File: config.mk
export PLATFORM = sky130hd
export DESIGN_NAME = simon_round_controller
export DESIGN_NICKNAME = d
export VERILOG_FILES = /design/src/rtl/simon_pkg.sv /design/src/rtl/simon_lfsr8.sv /design/src/rtl/simon_round_controller.sv
export SDC_FILE = /design/constraint.sdc
export NUM_CORES = 1
export LEC_CHECK = 0
export CAP_MARGIN = 40
export CORE_ASPECT_RATIO = 1.1
export CORE_MARGIN = 5
export CORE_UTILIZATION = 40
export CTS_BUF_LIST = sky130_fd_sc_hd__clkbuf_4 sky130_fd_sc_hd__clkbuf_8
export DETAILED_ROUTE_END_ITERATION = 8
export PLACE_DENSITY = 0.69
export SLEW_MARGIN = 20
export SYNTH_ARGS = -nofsm -noshare
export SYNTH_HDL_FRONTEND = slang
export SYNTH_SLANG_ARGS = --single-unit
File: constraint.sdc
create_clock -name clock -period 4.4 [get_ports clock]
set_input_delay 0.44 -clock clock [delete_from_list [all_inputs] [get_ports clock]]
set_output_delay 0.44 -clock clock [all_outputs]
set_load 0.05 [all_outputs]
File: src/rtl/simon_pkg.sv
// rtl/simon_pkg.sv - shared state encoding and constants for the Simon round controller
package simon_pkg;

  typedef enum logic [1:0] {
    ST_IDLE   = 2'd0,
    ST_SHOW   = 2'd1,
    ST_INPUT  = 2'd2,
    ST_RESULT = 2'd3
  } state_t;

  localparam logic RESULT_WIN  = 1'b1;
  localparam logic RESULT_LOSE = 1'b0;

  localparam logic BIT_LEFT  = 1'b0;
  localparam logic BIT_RIGHT = 1'b1;

endpackage

File: src/rtl/simon_lfsr8.sv
// rtl/simon_lfsr8.sv - free-running 8-bit Fibonacci LFSR (taps 8,6,5,4) for pattern generation
module simon_lfsr8 #(
  parameter logic [7:0] SEED = 8'hA5
) (
  input  logic       clock,
  input  logic       reset_n,
  output logic [7:0] q
);

  // Maximal-length polynomial: a nonzero seed never reaches the all-zero lock-up state.
  always_ff @(posedge clock or negedge reset_n) begin
    if (!reset_n) q <= SEED;
    else          q <= {q[6:0], q[7] ^ q[5] ^ q[4] ^ q[3]};
  end

endmodule

File: src/rtl/simon_round_controller.sv
// rtl/simon_round_controller.sv - Simon game sequencer: pattern, rounds, button compare, displays
module simon_round_controller
  import simon_pkg::*;
#(
  parameter int unsigned TIMEOUT_W = 27,
  parameter int unsigned MAX_LEVEL = 7,
  parameter logic [7:0]  LFSR_SEED = 8'hA5
) (
  input  logic       clock,
  input  logic       reset_n,
  input  logic       btn_start,
  input  logic       btn_left,
  input  logic       btn_right,
  output logic       flash_enable,
  output logic [2:0] flash_count,
  output logic [7:0] flash_pattern,
  input  logic       flash_done,
  output logic       msg_start,
  output logic       msg_result,
  input  logic       msg_finish,
  output logic [2:0] level,
  output logic       busy
);

  localparam logic [2:0] LAST_LEVEL = 3'(MAX_LEVEL);

  state_t               state, state_next;
  logic [2:0]           idx, idx_next;
  logic [2:0]           level_next;
  logic [TIMEOUT_W-1:0] timeout, timeout_next;
  logic                 result_next;
  logic [7:0]           pattern_next;
  logic [7:0]           lfsr_q;
  logic                 press_one;
  logic                 press_bit;

  simon_lfsr8 #(.SEED(LFSR_SEED)) u_lfsr (
    .clock  (clock),
    .reset_n(reset_n),
    .q      (lfsr_q)
  );

  assign press_one = btn_left ^ btn_right;
  assign press_bit = btn_right ? BIT_RIGHT : BIT_LEFT;

  always_ff @(posedge clock or negedge reset_n) begin
    if (!reset_n) begin
      state         <= ST_IDLE;
      idx           <= '0;
      level         <= '0;
      timeout       <= '0;
      msg_result    <= 1'b0;
      flash_pattern <= '0;
    end else begin
      state         <= state_next;
      idx           <= idx_next;
      level         <= level_next;
      timeout       <= timeout_next;
      msg_result    <= result_next;
      flash_pattern <= pattern_next;
    end
  end

  always_comb begin
    state_next   = state;
    idx_next     = idx;
    level_next   = level;
    timeout_next = timeout;
    result_next  = msg_result;
    pattern_next = flash_pattern;
    case (state)
      ST_IDLE: begin
        if (btn_start) begin
          pattern_next = lfsr_q;
          level_next   = '0;
          state_next   = ST_SHOW;
        end
      end
      ST_SHOW: begin
        if (flash_done) begin
          idx_next     = '0;
          timeout_next = '0;
          state_next   = ST_INPUT;
        end
      end
      ST_INPUT: begin
        if (press_one) begin
          timeout_next = '0;
          if (press_bit != flash_pattern[idx]) begin
            result_next = RESULT_LOSE;
            state_next  = ST_RESULT;
          end else if (idx < level) begin
            idx_next = idx + 3'd1;
          end else if (level == LAST_LEVEL) begin
            result_next = RESULT_WIN;
            state_next  = ST_RESULT;
          end else begin
            // Passing through SHOW from INPUT guarantees a low flash_enable cycle first.
            level_next = level + 3'd1;
            state_next = ST_SHOW;
          end
        end else if (!btn_left && !btn_right) begin
          if (timeout == '1) begin
            result_next = RESULT_LOSE;
            state_next  = ST_RESULT;
          end else begin
            timeout_next = timeout + TIMEOUT_W'(1);
          end
        end
      end
      ST_RESULT: begin
        if (msg_finish) state_next = ST_IDLE;
      end
      default: state_next = ST_IDLE;
    endcase
  end

  // Display strobes decode straight from state so reset drops them without waiting for a clock.
  assign flash_enable = (state == ST_SHOW);
  assign flash_count  = level;
  assign msg_start    = (state == ST_RESULT);
  assign busy         = (state != ST_IDLE);

endmodule

* After elaboration in Yosys (flattened, before gate mapping)
Cells that the tools add are included.
Word-level totals: flip-flop bits (word level) 52, input bits 7, output and inout port bits 18, word-level logic and storage cells 86
Cells by class: add/subtract/negate cells 3, $lt $le $gt $ge 2, equal/unequal tests 20, multiplexer cells 35, bitwise operators 4, reductions and logical operators 15
Operator list (number):
- $mux 27 | 4
- $pmux 27 s2 | 1
- $add 27x1->27 const B | 1
- $eq 27x27->1 const B | 1
- $mux 3 | 9
- $mux 2 | 9
- $ne 2x2->1 const B | 6
- $ne 3x3->1 const B | 4
- $pmux 3 s2 | 2
- $reduce_and 6->1 | 2
- $reduce_and 5->1 | 2
- $reduce_bool 2->1 | 5
- $mux 1 | 8
- $pmux 2 s4 | 1
- $add 3x1->3 const B | 2
- $eq 2x2->1 const B | 2
- $lt 3x4->1 const B | 1
- $ne 2x1->1 const B | 2
- $ne 4x4->1 const B | 1
- $reduce_and 4->1 | 1
- $xor 1x1->1 | 4
- $bmux 1 s3 | 1
- $eq 3x3->1 const B | 1
- $lt 3x3->1 | 1
- other kinds (7) | 8

* Depth between registers and ports, before layout
word-level depth 6, mapped depth 7, mapped depth without buffers 7

* Cells and area by module
From an unflattened synthesis, not the netlist that was laid out.
Unflattened totals: cell total of the unflattened synthesis 294, area total of the unflattened synthesis 2872.8 um^2
By module, submodules not included:
- simon_round_controller | instances 1, cells each 283, area each 2641.3 um^2, sequential area each 1101.1 um^2
- simon_lfsr8 | instances 1, cells each 11, area each 231.5 um^2, sequential area each 205.2 um^2

* Worst setup path before layout
No wires, ideal clock.
path kind flip-flop to flip-flop, start register flash_pattern[7], end register state[1], library setup time 0.146 ns, data arrival time 2.278 ns, data required time 4.254 ns, slack 1.976 ns, stages on the path, launching flop included 6, path buffers 0, clock period less this slack 2.424 ns, cell sequence dfrtp_1 > mux4_2 > mux2_2 > mux2i_1 > nor2_1 > or4b_2
Between the ends: longest elaborated chain between the ends 6, elaborated cells between the ends (all ways) 8, those cells by class eq/ne (2); mux (5); reduce/logical (1)
Ends and longest elaborated chain:
- start: declaration | RTL line simon_round_controller.sv:16 | output logic [7:0] flash_pattern,
- start signal: assignment | RTL line simon_round_controller.sv:60 | flash_pattern <= pattern_next;
- $bmux 1 s3 * | RTL line simon_round_controller.sv:89 | if (press_bit != flash_pattern[idx]) begin
- $mux 1 (implied by the code) * | RTL line simon_round_controller.sv:89
- $ne 1x1->1 * | RTL line simon_round_controller.sv:89
- $mux 2 | RTL line simon_round_controller.sv:89
- $mux 2 | RTL line simon_round_controller.sv:87 | if (press_one) begin
- $pmux 2 s4 | RTL line simon_round_controller.sv:71 | case (state)
- end signal: assignment | RTL line simon_round_controller.sv:55 | state <= state_next;
- end: declaration | RTL line simon_round_controller.sv:27 | state_t state, state_next;
Every way passes the cells marked *; elsewhere a longest branch is shown, timed or not. The select of a mux whose other input is x is not followed. A chain may end at the register's enable or synchronous reset.

* Worst setup path in the final report
start input port btn_right, end register timeout[25]
Between the ends: longest elaborated chain between the ends 4, elaborated cells between the ends (all ways) 8, those cells by class eq/ne (2); mux (2); bitwise (1); reduce/logical (3)
Ends and longest elaborated chain:
- start: declaration | RTL line simon_round_controller.sv:13 | input logic btn_right,
- $logic_not 1->1 | RTL line simon_round_controller.sv:102 | end else if (!btn_left && !btn_right) begin
- $logic_and 1x1->1 | RTL line simon_round_controller.sv:102
- $ne 3x3->1 (no source line)
- $reduce_and 4->1 (no source line)
- end signal: assignment | RTL line simon_round_controller.sv:58 | timeout <= timeout_next;
- end: declaration | RTL line simon_round_controller.sv:30 | logic [TIMEOUT_W-1:0] timeout, timeout_next;
Several ways; a longest one is shown, not always the timed one.

==> impl_metrics.py <==
metrics = {
    "status": {
        "outcome": "finished clean",
    },
    "final_layout": {
        "syn2layout_area_growth_pct": 14.9,
        "n_antenna_cell": 0,
        "post_route_cells_drive_above_1_share_pct": 12.4,
        "finish.net_count": 312,
    },
    "yosys": {
        "async_flop_share_pct": 100,
        "ys_seq_elements": 52,
        "post_synth_num_cell_types": 50,
        "synth_enable_flop_cells": 0,
        "ys_seq_area_share_pct": 46.9,
        "synth_ff_type": "dfrtp_1",
        "synth_area_per_cell_um2": 10.1,
        "syn-cell-area_um2": 2790,
        "mappedNetlistNets": 289,
        "yosys_warnings": 0,
        "synth_cells": 275,
    },
    "route": {
        "vias": 2206,
        "detail_route.iter0.violations": 102,
        "avgViaCountPerCell": 5.74,
        "drc": 0,
        "average_wire_length_per_cell_after_detail_routing_um": 15.1,
        "final_wirelength_mm": 5.80,
        "drtAntennaViolNets": 0,
        "first_pass_iters": 4,
    },
    "setup_path": {
        "critical_path.max_fanout": 14,
        "worstSetupStartpointType": "input pin",
        "timing_worst_setup_path_type": "input pin to flop",
        "crit_arrival_ns": 2.99,
        "data_required_time_at_the_worst_endpoint_ns": 4.64,
        "worst_setup_path_end_kind": "flop",
    },
    "clocking": {
        "clk_transition_reported_paths_ns": 0.10,
        "cts.sinks": 52,
        "clk_latency_ns": 0.30,
        "depth_of_the_cts_h_tree": 2,
        "cts-buffers-inserted": 5,
        "cts.repair_timing.setup_buffer_count": 0,
        "cts_tree": "done",
        "clock-root-buffer": "clkbuf_8",
        "cts_buffer_depth": 2,
        "post_cts_hold_buffer_count": 0,
        "post_cts.resized_instances": 0,
    },
    "power": {
        "power_density_nw_per_um2": 438,
        "finalPower_mw": 1.40,
        "leakage_dissipation_nw": 1.30,
        "vdd_ir_drop_max_uv": 302,
    },
    "timing": {
        "worst_pin_slew_ns": 0.790,
        "grt_setup_unrepaired": "false",
        "clock_skew_ns": 0.00704,
        "finalHoldViolations": 0,
        "rel_slew_slack_pct": 47.0,
        "total_count_of_max_transition_violations_in_the_final_report": 0,
        "fmaxAchievable_mhz": 363,
        "period_needed_ns": 2.75,
        "finalSetupViolations": 0,
        "min_period_over_period_pct": 62.6,
        "finalSetupTns_ns": 0,
    },
    "run": {
        "max_cap_violations": 0,
    },
    "floorplanning": {
        "placeableCoreArea_um2": 6890,
        "die-area_um2": 8730,
        "initial_core_util_pct": 40.4,
        "std_cell_rows": 32,
        "die-width_um": 89.6,
        "dieHeight_um": 97.5,
        "ioPinCount": 25,
    },
    "global_route": {
        "grt_pass1_vias": 2157,
        "grt_use_total_pct": 14.2,
        "grt_first_pass_wirelength_mm": 10.0,
        "antenna_found_initial": 0,
        "grt_max_degree": 53,
        "globalRoute.totalOverflow": 0,
    },
    "placed_design": {
        "dp_hpwl_mm": 4.26,
        "gpl.final_weighted_congestion": 0.861,
        "port-buffer-count": 24,
    },
    "hold_path": {
        "worst_hold_path_type": "input pin to async pin",
    },
}
==> metal layers <==
layer	track usage, %	share of wire [%]	up-vias
li1	-	-	1071
met1	18.7	46	1085
met2	23.3	49	41
met3	2.97	3.4	9
met4	3.89	1.6	0
met5	0	0	-
==> cells in the mapped netlist, types with 2 or more instances <==
master      n  area, µm²
a21oi_1    20        100
a22o_1      2       17.5
a31oi_1     2       12.5
and2_1      3       18.8
buf_4       3       22.5
clkbuf_1    6       22.5
dfrtp_1    48       1200
dfstp_2     4        105
ha_1        7       87.6
inv_1       8       30.0
mux2_2     11        124
mux2i_1     5       50.1
mux4_2      2       45.0
nand2_1    20       75.1
nand2b_1    3       18.8
nand3_1     7       35.0
nand4_1     9       56.3
nor2_1     23       86.3
nor2b_1     5       31.3
nor3_1      2       10.0
nor3b_1     2       15.0
nor4_1      4       25.0
o2111ai_1   6       52.6
o211ai_1    4       30.0
o21ai_0    13       65.1
o31ai_1     7       52.6
or2_2       2       12.5
or3_1       8       50.1
or4_1       9       67.6
xnor2_1     5       43.8
xor2_1      6       52.6
==> cells in the final DEF (no fill, tap or decap), drive strengths merged, types with 2 or more instances in the layout <==
cell type	netlist	routed
nand3	8	8
inv	8	8
o21ai	14	14
or4	10	10
xor2	6	6
dfrtp	48	48
a22o	2	2
or3	8	8
clkbuf	6	5
ha	7	7
xnor2	5	5
nor3	2	2
nand2	20	20
and2	3	3
nor4	4	4
dfstp	4	4
mux2i	5	5
nor2b	5	5
o2111ai	6	6
mux4	2	2
mux2	11	11
o31ai	7	7
a21oi	20	20
or2	2	2
a31oi	2	2
nand4	10	10
nor2	23	23
nand2b	3	3
o211ai	4	4
clkdlybuf4s50	0	23
nor3b	2	2
buf	5	4
==> sequential cells by signal, indices dropped and copies added (netlist names) <==
register       flops
flash_count        3
flash_pattern      8
state              2
timeout           27
u_lfsr.q           8
msg_result         1
idx                3
==> per-stage QoR <==
step / hold slack, ns / instance area, µm² / util [%] / instances / setup slack, ns
global route: 0.298 / 3200 / 46.5 / 384 / 1.48
finish: 0.226 / 3200 / 46.5 / 384 / 1.65
CTS: 0.269 / 3200 / 46.5 / 384 / 1.65
global placement: 0.352 / 3090 / 44.8 / 376 / 1.40
detailed placement: 0.363 / 3090 / 44.8 / 376 / 1.33
floorplan: 0.144 / 2790 / - / 275 / 1.98
==> cell families after synthesis <==
family	share of synthesized area, %
AOI/OAI and AO/OA	14.3
xor gates and xnor gates	3.46
adders and majority gates	3.14
buffers and inverters	3.28
DFF	46.9
muxes	7.86
and+or+nand+nor	21.0
==> worst max-delay path: stages <==
cell and delay, ns:
clkdlybuf4s50_1 0.47, ha_1 0.25, or3b_2 0.46, nand2_1 0.27, o21ai_1 0.36, or4_1 0.59, a21oi_1 0.15
==> power breakdown <==
part           switching [mW]  total, mW  internal (mW)
Combinational           0.332      0.508          0.176
Clock                   0.160      0.329          0.169
Sequential             0.0570      0.566          0.509
==> final cells by class <==
type	count	area (µm²)
fillers	681	3690
multi-input cells	204	1390
flip-flops and latches	52	1310
repair buffers	27	258
well taps	85	106
clock buffers	5	68.8
clock inverters	3	42.5
inverters	8	30.0
==> worst paths after layout <==
path / from / cells past startpoint / slack [ns] / to
max in group asynchronous: reset_n / 2 / 3.72 / timeout[26]
min in group clock: u_lfsr.q[6] / 0 / 0.38 / u_lfsr.q[7]
hold / removal: reset_n / 2 / 0.23 / timeout[20]
setup reg to reg: timeout[0] / 6 / 1.85 / timeout[3]
hold reg to reg: u_lfsr.q[6] / 0 / 0.38 / u_lfsr.q[7]
setup / recovery: btn_right / 7 / 1.65 / timeout[25]
No activity file was read; power rests on OpenSTA's default activity.
